[src/rtl/regfile_multiport.sv]
// rtl/regfile_multiport.sv - parametrised multi-port register file with registered read ports
//
// Purpose: WIDTH x DEPTH register storage with one synchronous write port and
//   NUM_RD independent registered read ports (latency 1). With ZERO_TOP=1 the
//   top register (DEPTH-1) is hard zero: writes to it are dropped and reads
//   of it return 0.
// Optional feature: define REGFILE_BYPASS_EN for write-first forwarding, where a
//   read sampled on the same edge as a write to the same address returns the
//   new write data. Without it the read returns the old contents (read-first).
// Ports:
//   clk      - clock, all state updates on the rising edge
//   reset    - asynchronous active-high reset, clears storage and read outputs
//   wr_en    - write strobe
//   wr_addr  - write address
//   wr_data  - write data
//   rd_en    - per-port read request
//   rd_addr  - per-port read address, port p = rd_addr[p]
//   rd_data  - per-port registered read data, holds its value when not read
//   rd_valid - per-port flag: rd_data[p] holds a result fetched on the last edge
module regfile_multiport #(
  parameter int WIDTH    = 64,
  parameter int DEPTH    = 32,
  parameter int NUM_RD   = 2,
  parameter int ZERO_TOP = 1,
  localparam int ADDR_W  = $clog2(DEPTH)
) (
  input  logic                           clk,
  input  logic                           reset,
  input  logic                           wr_en,
  input  logic [ADDR_W-1:0]              wr_addr,
  input  logic [WIDTH-1:0]               wr_data,
  input  logic [NUM_RD-1:0]              rd_en,
  input  logic [NUM_RD-1:0][ADDR_W-1:0]  rd_addr,
  output logic [NUM_RD-1:0][WIDTH-1:0]   rd_data,
  output logic [NUM_RD-1:0]              rd_valid
);

  localparam logic [ADDR_W-1:0] TOP_ADDR = ADDR_W'(DEPTH - 1);
  localparam bit                ZERO_EN  = (ZERO_TOP != 0);

  logic [WIDTH-1:0]              mem_q [DEPTH];
  logic [NUM_RD-1:0][WIDTH-1:0]  rd_data_q;
  logic [NUM_RD-1:0][WIDTH-1:0]  rd_data_d;
  logic [NUM_RD-1:0]             rd_valid_q;
  logic                          wr_ok;

  // The hard-zero register never takes a write, so its storage stays at the
  // reset value; reads of it are still forced to zero so the bypass path
  // cannot leak write data onto it.
  assign wr_ok = wr_en && !(ZERO_EN && (wr_addr == TOP_ADDR));

  always_comb begin
    rd_data_d = rd_data_q;
    for (int p = 0; p < NUM_RD; p++) begin
      if (rd_en[p]) begin
        if (ZERO_EN && (rd_addr[p] == TOP_ADDR)) begin
          rd_data_d[p] = '0;
        end
`ifdef REGFILE_BYPASS_EN
        else if (wr_en && (rd_addr[p] == wr_addr)) begin
          rd_data_d[p] = wr_data;
        end
`endif
        else begin
          rd_data_d[p] = mem_q[rd_addr[p]];
        end
      end
    end
  end

  always_ff @(posedge clk or posedge reset) begin
    if (reset) begin
      for (int i = 0; i < DEPTH; i++) begin
        mem_q[i] <= '0;
      end
      rd_data_q  <= '0;
      rd_valid_q <= '0;
    end else begin
      if (wr_ok) begin
        mem_q[wr_addr] <= wr_data;
      end
      rd_data_q  <= rd_data_d;
      rd_valid_q <= rd_en;
    end
  end

  assign rd_data  = rd_data_q;
  assign rd_valid = rd_valid_q;

endmodule

[config.mk]
export PLATFORM = sky130hd
export DESIGN_NAME = regfile_multiport
export DESIGN_NICKNAME = d
export VERILOG_FILES = /design/src/rtl/regfile_multiport.sv
export SDC_FILE = /design/constraint.sdc
export NUM_CORES = 2
export LEC_CHECK = 0
export BUFFER_PORTS_ARGS = -buffer_cell sky130_fd_sc_hd__buf_2
export CAP_MARGIN = 15
export CORE_MARGIN = 2
export CORE_UTILIZATION = 50
export DETAILED_ROUTE_END_ITERATION = 8
export PLACE_DENSITY = 0.66
export SYNTH_ARGS = -nofsm -noshare
export SYNTH_HDL_FRONTEND = slang
export SYNTH_SLANG_ARGS = --single-unit
export TNS_END_PERCENT = 20
[constraint.sdc]
create_clock -name clk -period 78.8 [get_ports clk]
set_input_delay 7.88 -clock clk [delete_from_list [all_inputs] [get_ports clk]]
set_output_delay 7.88 -clock clk [all_outputs]
set_load 0.01 [all_outputs]
Yosys cells after proc, flatten, opt, wreduce, memory -nomap -nowiden
Cells that the tools add are included.
- memories: 0
- bits in writable memories: 0
- output and inout bits: 130
- register bits: 2178
- input port bits: 84
- word-level logic and storage cells: 59
- memory bits (read-only): 0
- bits in latches: 0
- divide/modulo/power cells: 0
- $add $sub $neg: 0
- shift operators: 0
- eq/ne operators: 3
- multiplexer cells: 11
- $mul: 0
- magnitude comparators: 4
- bitwise gates (word level): 3
- reduce and logical (&&, ||, !) cells: 3
- operators with widths (cell ; number):
    bitwise mux 2048 bit ; 1
    binary-select mux 64 bit (select 5 bit) ; 2
    2-to-1 mux 64 bit ; 7
    demux 64 bit (select 5 bit) ; 1
    greater-or-equal comparator 6 bit, second input constant ; 3
    inverter 5 -> 6 bit ; 3
    == test 5 bit, second input constant ; 3
    < comparator 6 x 1 -> 1 bit, second input constant ; 1
    logical AND 1 bit ; 2
    zero test 1 bit ; 1

Logic depth before layout (Yosys ltp)
- depth in word-level cells: 6
- depth in mapped cells: 10
- gate-level depth less buffers: 5

Least setup slack after synthesis
OpenSTA, ideal clock, no wires.
- kind: input to register
- start: input rd_addr[7] (netlist name)
- end: register rd_data_q, in the netlist rd_data[100]
- path buffers: 3
- required time: 78.660 ns
- arrival: 9.551 ns
- path slack: 69.109 ns
- cell stages on the path: 7
- cells stage by stage: buf_2 -> buf_2 -> buf_1 -> mux4_2 -> a22o_1 -> a2111oi_0 -> o32ai_1
- cells in the longest elaborated chain, start to end: 5
- elaborated cells on any way between the ends: 6
- ends and longest elaborated chain (element ; RTL line ; RTL):
    start, declared ; 33 ; input logic [NUM_RD-1:0][ADDR_W-1:0] rd_addr,
    inverter 5 -> 6 bit (implied by the code) ; 65 ; rd_data_d[p] = mem_q[rd_addr[p]];
    binary-select mux 64 bit (select 5 bit) ; 65 ;
    2-to-1 mux 64 bit (implied by the code) (2 in a row) ; 65 ;
    2-to-1 mux 64 bit * ; 56 ; if (ZERO_EN && (rd_addr[p] == TOP_ADDR)) begin
    end signal, assigned ; 82 ; rd_data_q <= rd_data_d;
    end, declared ; 42 ; logic [NUM_RD-1:0][WIDTH-1:0] rd_data_q;
Mark *: on every way between the ends. The rest lies on a longest branch, timed or not. The select of a mux whose other input is x is not followed.
A chain may end at the register's enable or synchronous reset.

==> results.cfg <==
[layout]
stdcell_count = 10720
final_nets = 7610
final_core_util = 0.5479
final_area_um2 = 123000
synthToLayoutAreaGrowth_pct = 9.016
layout-drive-gt1-share = 0.4565

[route]
drt_iter0_drc = 7946
routed_via_density = 6.918
firstDrtPassIters = 6
ant_nets = 0
vias = 74160
drcViolationCount = 0
routedWlPerCell_um = 35.63
routed_wl_um = 382000

[synth]
synth_mux_area_frac = 0.4028
ys.flop_type = dfrtp_1
ys_seq_area_frac = 0.4831
synth_common_cells = dfrtp_1 (2,178), mux2_2 (2,033), mux2i_1 (754)
yosysTopAreaCell = dfrtp_1
ys_warn_count = 0
synth_cell_types = 49
synth-edff-count = 0
synth_fp_nets = 7867
post-synth-top-area-fraction = 0.4831
ys_ff_latch = 2178
synth_fa_ha_area_frac = 0
synthCells = 7783
synth_top_family_by_area = multiplexers
synth_xor_area_frac = 0
synth_compound_gate_area_share = 0.06566
yosysMostFrequentCell = dfrtp_1
yosys-top-cells-area = dfrtp_1 (48%), mux2_2 (20%), mux4_2 (13%), mux2i_1 (6.7%), clkbuf_1 (1.9%)
synth_area_per_cell_um2 = 14.50
synth_area_um2 = 112800
async_flop_share = 1.000
yosys.area_share.simple = 0.009815

[sta]
tns_ns = 0
fin_hold_ws_ns = 0.3985
postLayoutSetupSlackWorst_ns = 65.88
slew_violations = 0
tightest_slew_ns = 1.269
fin_skew_ns = 0.03405
setup_viol = 0
hold_violations = 0
fmax_ghz = 0.07742
relSlewSlack = 0.1517
min_period_over_period = 0.1639
min_period_ns = 12.92
rsz0062_at_grt = false

[setup_path]
critPathLaunchType = input pin
worst-setup-path-type = in2async
cp_slowest_cell = buf_4
reg2reg_to = rd_data[125]
critPathTopFamily = buffers and inverters
cp_max_fo = 125
reg2reg_depth = 4
critical_path_arrival_ns = 13.78
rrSetupSlack_ns = 76.43
cpMostUsedCell = buf_4
crit_path_cell_trace = buf_2, inv_8, buf_4, buf_4, buf_4, buf_4, buf_4, buf_4
path_buf_inv = 8
r2r_start = mem_q[1853]
critPathMaxStageDelay_ns = 0.89
required_ns = 79.66
crit_path_end_kind = asynchronous set/reset pin

[floorplan]
io_pins = 214
die_y_um = 479.0
core_area_um2 = 224500
die_x_um = 479.0
start_util = 0.5026
die-area_um2 = 229500
row_count = 174

[clock_network]
cts_buffers = 225
post_cts_resized = 0
clk_transition_reported_paths_ns = 0.06
cts_tree = done
cts_root_buf = clkbuf_16
cts_buffer_depth = 3
cts-hold-fix-buffers = 0
clkSinkCount = 2178
h-tree-depth = 4
worstSkewPairLatency_ns = 0.90
cts_setup_buffers = 0

[power_and_ir_drop]
finalPower_mw = 3.183
power.density_nw_per_um2 = 25.88
max-vdd-ir-drop_mv = 0.02059
cellLeakagePower_nw = 54.50

[place]
io_buffers = 213
place_congestion = 0.8209
dp.cells = 10290
pre_cts_ws_ns = 64.62
place_hpwl_um = 208500
placed_cell_area_um2 = 115500

[flow_run]
cap_violations = 0

[global_route]
met3_usage = 0.07013
grt_max_degree = 150
gr-usage-met2 = 0.5212
grt_usage = 0.3317
use_met1 = 0.4425
overflow = 0
grt_pass1_wl_um = 554600
busiest_layer = met2
antenna_found_initial = 34
grt_pass1_vias = 76390

[hold_path]
min_delay_path_depth = 0
worstHoldPathType = reg2reg
min_from = mem_q[29]
hold-path-endpoint = mem_q[29]

[status]
status = finished clean
## worst register-to-register path: cells and delay by family, from the launching register on
family | cells | cell delay, ns
mux | 1 | 0.45
compound gates | 3 | 1.38
flops | 1 | 0.40
## power breakdown
part | leakage (nW) | switching (mW) | total [mW] | internal (mW)
Combinational | 22.9 | 0.259 | 0.610 | 0.351
Clock | 3.67 | 0.472 | 1.08 | 0.613
Sequential | 27.9 | 0.161 | 1.49 | 1.33
## state kept, by name, summed over array words and instances, names as in the netlist
| register | cells |
|---|---|
| rd_data | 128 |
| rd_valid | 2 |
| mem_q | 2048 |
## layout make-up
class	instances	area, um2
antenna	17	42.54
clock buffer	345	6681
clock inverter	67	745.7
fill	18190	101500
inverter	67	264.0
multi-input combinational	4654	54310
sequential	2178	54500
tap	2992	3744
timing repair buffer	400	2698
## cell families (layout without fill, tap and decap cells)
logic type      count (synthesis)  after routing
compound gates                965            965
simple gates                  236            236
mux                          3453           3453
other cells                     0             17
buf+inv                       951            879
flops                        2178           2178
## how the worst max path moves through the flow
stage	startpoint	to	slack [ns]	cells after the start
floorplan	reset	mem_q[0]	9.38	1
global route	reset	mem_q[748]	64.92	8
detailed placement	reset	mem_q[555]	64.62	8
finish	reset	mem_q[1198]	65.88	8
global placement	reset	mem_q[555]	64.81	8
CTS	reset	rd_data[46]	65.58	8
## cells in the final DEF, fill, tap and decap left out, types with 38 or more instances in the layout
cell       Yosys  final
buf_2        197    204
a21oi_1      122    122
a211oi_1      79     79
o32ai_1       64     64
mux4_2       666    666
a22oi_1      134    134
o22ai_1       77     77
dfrtp_1     2178   2178
buf_4         63    176
clkinv_2       0     38
clkbuf_1     560     60
mux2_2      2033   2033
o221ai_1      96     96
clkbuf_8       0     61
mux2i_1      754    754
a2111oi_0     78     75
inv_1         66     64
nand2_1      131    114
clkbuf_16      0    225
a22o_1       182    182
## layer usage
layer / share of wire / wire (um)
met1: 0.39 / 150600
met2: 0.47 / 178000
met3: 0.085 / 32540
met5: 0.00037 / 141
met4: 0.054 / 20650
Note: power is estimated with default switching activity, not from simulation.
